`src/rtl/out_port_fifo_pkg.sv`:
```
// Shared constants for the TurtleMCU output-port buffer.
// OUT_FIFO_DEPTH sits alongside the other core-wide sizing constants.
package out_port_fifo_pkg;

    localparam int OUT_FIFO_DEPTH  = 4;
    localparam int OUT_FIFO_DATA_W = 16;

endpackage

```
`src/rtl/out_port_fifo.sv`:
```
// Output-port buffer: captures OUT-instruction operands into a small FIFO and
// drains them to an external consumer, flagging words lost to back-pressure.
module out_port_fifo
    import out_port_fifo_pkg::*;
#(
    parameter  int DATA_W = OUT_FIFO_DATA_W,
    parameter  int DEPTH  = OUT_FIFO_DEPTH,  // power of two, >= 2
    localparam int AW     = $clog2(DEPTH),
    localparam int CW     = $clog2(DEPTH) + 1
) (
    input  logic              clk,
    input  logic              rst_n,
    input  logic              cpu_valid,
    input  logic [DATA_W-1:0] cpu_data,
    output logic              full,
    output logic              ext_valid,
    output logic [DATA_W-1:0] ext_data,
    input  logic              ext_ready,
    output logic [CW-1:0]     count,
    output logic              overflow,
    input  logic              clr_overflow
);

    localparam logic [CW-1:0] DEPTH_C = CW'(DEPTH);

    // Handshake: a word moves to the consumer in every cycle where
    // ext_valid && ext_ready at the rising edge; ext_valid/ext_data are
    // registered and hold steady until that happens.
    logic [DATA_W-1:0] mem_q [DEPTH];
    logic [AW-1:0]     wp_q, wp_d, rp_q, rp_d, rp_nxt;
    logic [CW-1:0]     count_q, count_d;
    logic              full_q, full_d;
    logic              ext_valid_q, ext_valid_d;
    logic [DATA_W-1:0] ext_data_q, ext_data_d;
    logic              overflow_q, overflow_d;
    logic              push, pop, drop;

    always_comb begin
        pop         = ext_valid_q & ext_ready;
        push        = cpu_valid & (~full_q | pop);
        drop        = cpu_valid & full_q & ~pop;
        rp_nxt      = rp_q + AW'(1);
        count_d     = count_q;
        wp_d        = push ? wp_q + AW'(1) : wp_q;
        rp_d        = pop ? rp_nxt : rp_q;
        ext_data_d  = ext_data_q;

        case ({push, pop})
            2'b10:   count_d = count_q + CW'(1);
            2'b01:   count_d = count_q - CW'(1);
            default: count_d = count_q;
        endcase

        // Head register tracks the oldest live word; storage only backs it up.
        if (pop) begin
            if (count_q > CW'(1))
                ext_data_d = mem_q[rp_nxt];
            else if (push)
                ext_data_d = cpu_data;
        end else if (push && (count_q == '0)) begin
            ext_data_d = cpu_data;
        end

        ext_valid_d = (count_d != '0);
        full_d      = (count_d == DEPTH_C);
        overflow_d  = drop | (overflow_q & ~clr_overflow);
    end

    always_ff @(posedge clk or negedge rst_n) begin
        if (!rst_n) begin
            wp_q        <= '0;
            rp_q        <= '0;
            count_q     <= '0;
            full_q      <= 1'b0;
            ext_valid_q <= 1'b0;
            ext_data_q  <= '0;
            overflow_q  <= 1'b0;
        end else begin
            wp_q        <= wp_d;
            rp_q        <= rp_d;
            count_q     <= count_d;
            full_q      <= full_d;
            ext_valid_q <= ext_valid_d;
            ext_data_q  <= ext_data_d;
            overflow_q  <= overflow_d;
        end
    end

    // Storage is deliberately left out of reset.
    always_ff @(posedge clk) begin
        if (push)
            mem_q[wp_q] <= cpu_data;
    end

    assign full      = full_q;
    assign ext_valid = ext_valid_q;
    assign ext_data  = ext_data_q;
    assign count     = count_q;
    assign overflow  = overflow_q;

endmodule
```
`config.mk`:
```
export PLATFORM = sky130hd
export DESIGN_NAME = out_port_fifo
export DESIGN_NICKNAME = d
export VERILOG_FILES = /design/src/rtl/out_port_fifo_pkg.sv /design/src/rtl/out_port_fifo.sv
export SDC_FILE = /design/constraint.sdc
export NUM_CORES = 1
export LEC_CHECK = 0
export CORE_UTILIZATION = 40
export DETAILED_ROUTE_END_ITERATION = 6
export GPL_TIMING_DRIVEN = 0
export PLACE_DENSITY = 0.57
export SYNTH_ARGS = -nofsm -noshare
export SYNTH_HDL_FRONTEND = slang
export SYNTH_SLANG_ARGS = --single-unit
```
`constraint.sdc`:
```
create_clock -name clk -period 4.3 [get_ports clk]
set_input_delay 0.86 -clock clk [delete_from_list [all_inputs] [get_ports clk]]
set_output_delay 0.86 -clock clk [all_outputs]
set_load 0.05 [all_outputs]
```
==> summary.txt <==
Synthesis
  – Leading area contributor after synthesis: edfxtp_1
  – Synth Net Count: around 250
  – Top post-synthesis cells by area: edfxtp_1, dfrtp_1, mux4_2, mux2i_1, mux4_1
  – Yosys cell types: 28
  – Post-Syn Area per Cell: around 17 um2
  – Syn Std Cell Area: about 3700 um2
  – Mapped Cells: roughly 220
  – Sequential-to-total area share from yosys stat: 68.90%
  – Yosys warns: 0
  – Top cell type's share of synthesized area: 51.47%
  – Number of synthesized register bits: 90

STA
  – Final worst slack: 1502 ps
  – Sum Neg Setup Slack: 0 ps
  – Achievable clock frequency: approximately 360 MHz
  – Max-slew violations: 0
  – Fin Hold WS: ~480 ps
  – Slew margin rel.: between 30 and 40%
  – Final setup fails: 0
  – Slew @ Worst Pin: 953.5 ps
  – Clock Skew: approximately 11 ps
  – RSZ-0062 raised after global routing: false
  – Final hold viol count: 0
  – Tmin final: between 2000 and 3000 ps
  – Tcrit/Tclk final: between 60% and 70%

GRT
  – GR Util All Layers: roughly 15%
  – First-pass GRT wire length: 10830 um
  – Largest net degree at the start of global routing: 27
  – Vias in the first global route: a little under 2000
  – Initial antenna violation count: 0
  – Congestion Overflow GR: 0

Floorplan
  – Chip Width: about 99 um
  – FP Rows: 34
  – Chip height: 98.61 um
  – IO Count: between 40 and 50
  – Die footprint: around 10000 um2
  – Core area: 8891 um2
  – Initial Util: 41.99%

Clock tree
  – H-tree levels: 3
  – CTS Root Cell: clkbuf_8
  – Hold-fix buffers, CTS: 0
  – Clk buf depth: 2
  – Clock transition at path regs: approximately 90 ps
  – Resize count post-CTS: 0
  – Clock latency on the worst-skew pair: 350 ps
  – CTS Buf Count: 9
  – CTS tree: built
  – Number of setup buffers added after CTS: 0
  – CTS sink count: 90

Placed design
  – DP Wirelength: about 4200 um
  – Cell Count Post-Placement: 366
  – Global placer's final weighted congestion: slightly above 0.7
  – Place WS: around 1100 ps
  – Placed cell area: about 4300 um2
  – Port Buffer Count: between 40 and 50

Min path
  – Worst hold path type: reg -> reg
  – Hold_sp: ext_data[10]$_DFFE_PN0P_

Routing
  – DRT Pass-1 Iters: 6
  – DRC viols: 0
  – Drt first-iter violations: 51
  – Vias: a little under 2000
  – Routed Antenna Nets: 0
  – DR vias/cell: ~5
  – Drt total wl: between 6000 and 7000 um
  – Routed len/inst: 17.75 um

Setup path
  – Most used cell, CP: nand2_1
  – Crit end category: flop
  – Crit-path max cell delay: 450 ps
  – Crit path launch: ext_ready
  – R2R Path Start: ext_valid$_DFF_PN0_
  – R2R setup slack: 2100 ps
  – Critical Path Slowest Stage Cell: clkdlybuf4s50_1
  – Arr. time, crit path: between 3000 and 4000 ps
  – Startpoint types: input port
  – Setup CP Type: in -> reg
  – CP cell instances: clkdlybuf4s50_1 -> nand2_1 -> a21boi_2 -> inv_1 -> ha_1 -> or2_2 -> o21ai_0 -> nor2_1 -> nand2_1
  – CP max FO: 9
  – WP data required: approximately 4600 ps

Power
  – Leakage: approximately 1.7 nW
  – Total chip power: between 3 and 4 mW
  – Peak VDD IR: 0.2320 mV
  – PwrDens: a little over 700 nW/um2

Final layout
  – Commonest non-fill, non-tap cell in the layout: edfxtp_1
  – Layout cells sized above 1: between 10% and 20%
  – Area delta synth->final: 19.97%
  – Final nets: between 300 and 400
  – Non-filler cells, final: 382
  – Ant diodes: 0
  – Design area: 4479 um2
  – Commonest non-fill, non-tap cells in the layout: edfxtp_1, clkdlybuf4s50_1, dfrtp_1
  – Layout Utilization: between 50% and 60%

Outcome
  – Outcome: completed

Job
  – Max Cap Viol: 0
## layer usage
| metal | vias up | global-route usage (%) | routed length, um |
|---|---|---|---|
| met5 | - | 0 | 0 |
| met4 | 0 | 5.855 | 97 |
| met3 | 8 | 2.837 | 203 |
| met2 | 32 | 25.03 | 3353 |
| met1 | 986 | 20.29 | 3126 |
| li1 | 920 | - | - |
## worst max-delay path: cells and delay by family
kind,cells,cell delay [ps]
compound gates,2,690
fa+ha+maj,1,380
buf+inv,2,560
simple gates,4,600
## synth_stat cells (all sizes together)
library cell  instances
nor2                  2
o32ai                 1
mux2i                17
edfxtp               64
or2                   1
nand3                 1
dfrtp                26
and4bb                1
a21oi                 1
xnor2                 3
ha                   11
o21ba                 1
and2                  4
a21boi                1
o221ai                1
o21ai                21
nor3                  2
a22oi                 1
mux4                 16
nand2                22
buf                   8
inv                  11
## area by class of cell
cell class,instances,area [um2]
Tap cell,108,135.1
Sequential cell,90,2572
Clock inverter,6,67.56
Multi-Input combinational cell,107,1041
Timing Repair Buffer,42,415.4
Fill cell,743,4412
Clock buffer,10,127.6
Inverter,11,41.29
Buffer,8,78.83
## registers in the layout, indices dropped and copies added (netlist names)
register   cells
full           1
count          3
wp_q           2
ext_valid      1
overflow       1
rp_q           2
ext_data      16
mem_q         64
## logic make-up after synthesis
group,share of synthesized area (%)
DFF,68.90
xor gates and xnor gates,0.7039
muxes,14.81
AOI/OAI and AO/OA,4.692
adders and majority gates,3.686
buffers and inverters,3.217
and+or+nand+nor,3.988
## final timing paths
check,endpoint,cells after the start
max,ext_valid$_DFF_PN0_,9
min,ext_data[10]$_DFFE_PN0P_,2
max reg2reg,ext_valid$_DFF_PN0_,8
min reg2reg,ext_data[10]$_DFFE_PN0P_,2
max in group asynchronous,ext_data[7]$_DFFE_PN0P_,1
min in group asynchronous,ext_data[13]$_DFFE_PN0P_,1
## power by group
group	leakage (nW)	switching [mW]	internal, mW	total, mW
Clock	0.0929	0.300	0.271	0.572
Combinational	0.747	0.818	0.532	1.35
Sequential	0.909	0.0986	1.19	1.29
Power figures use the tool's default switching activity.
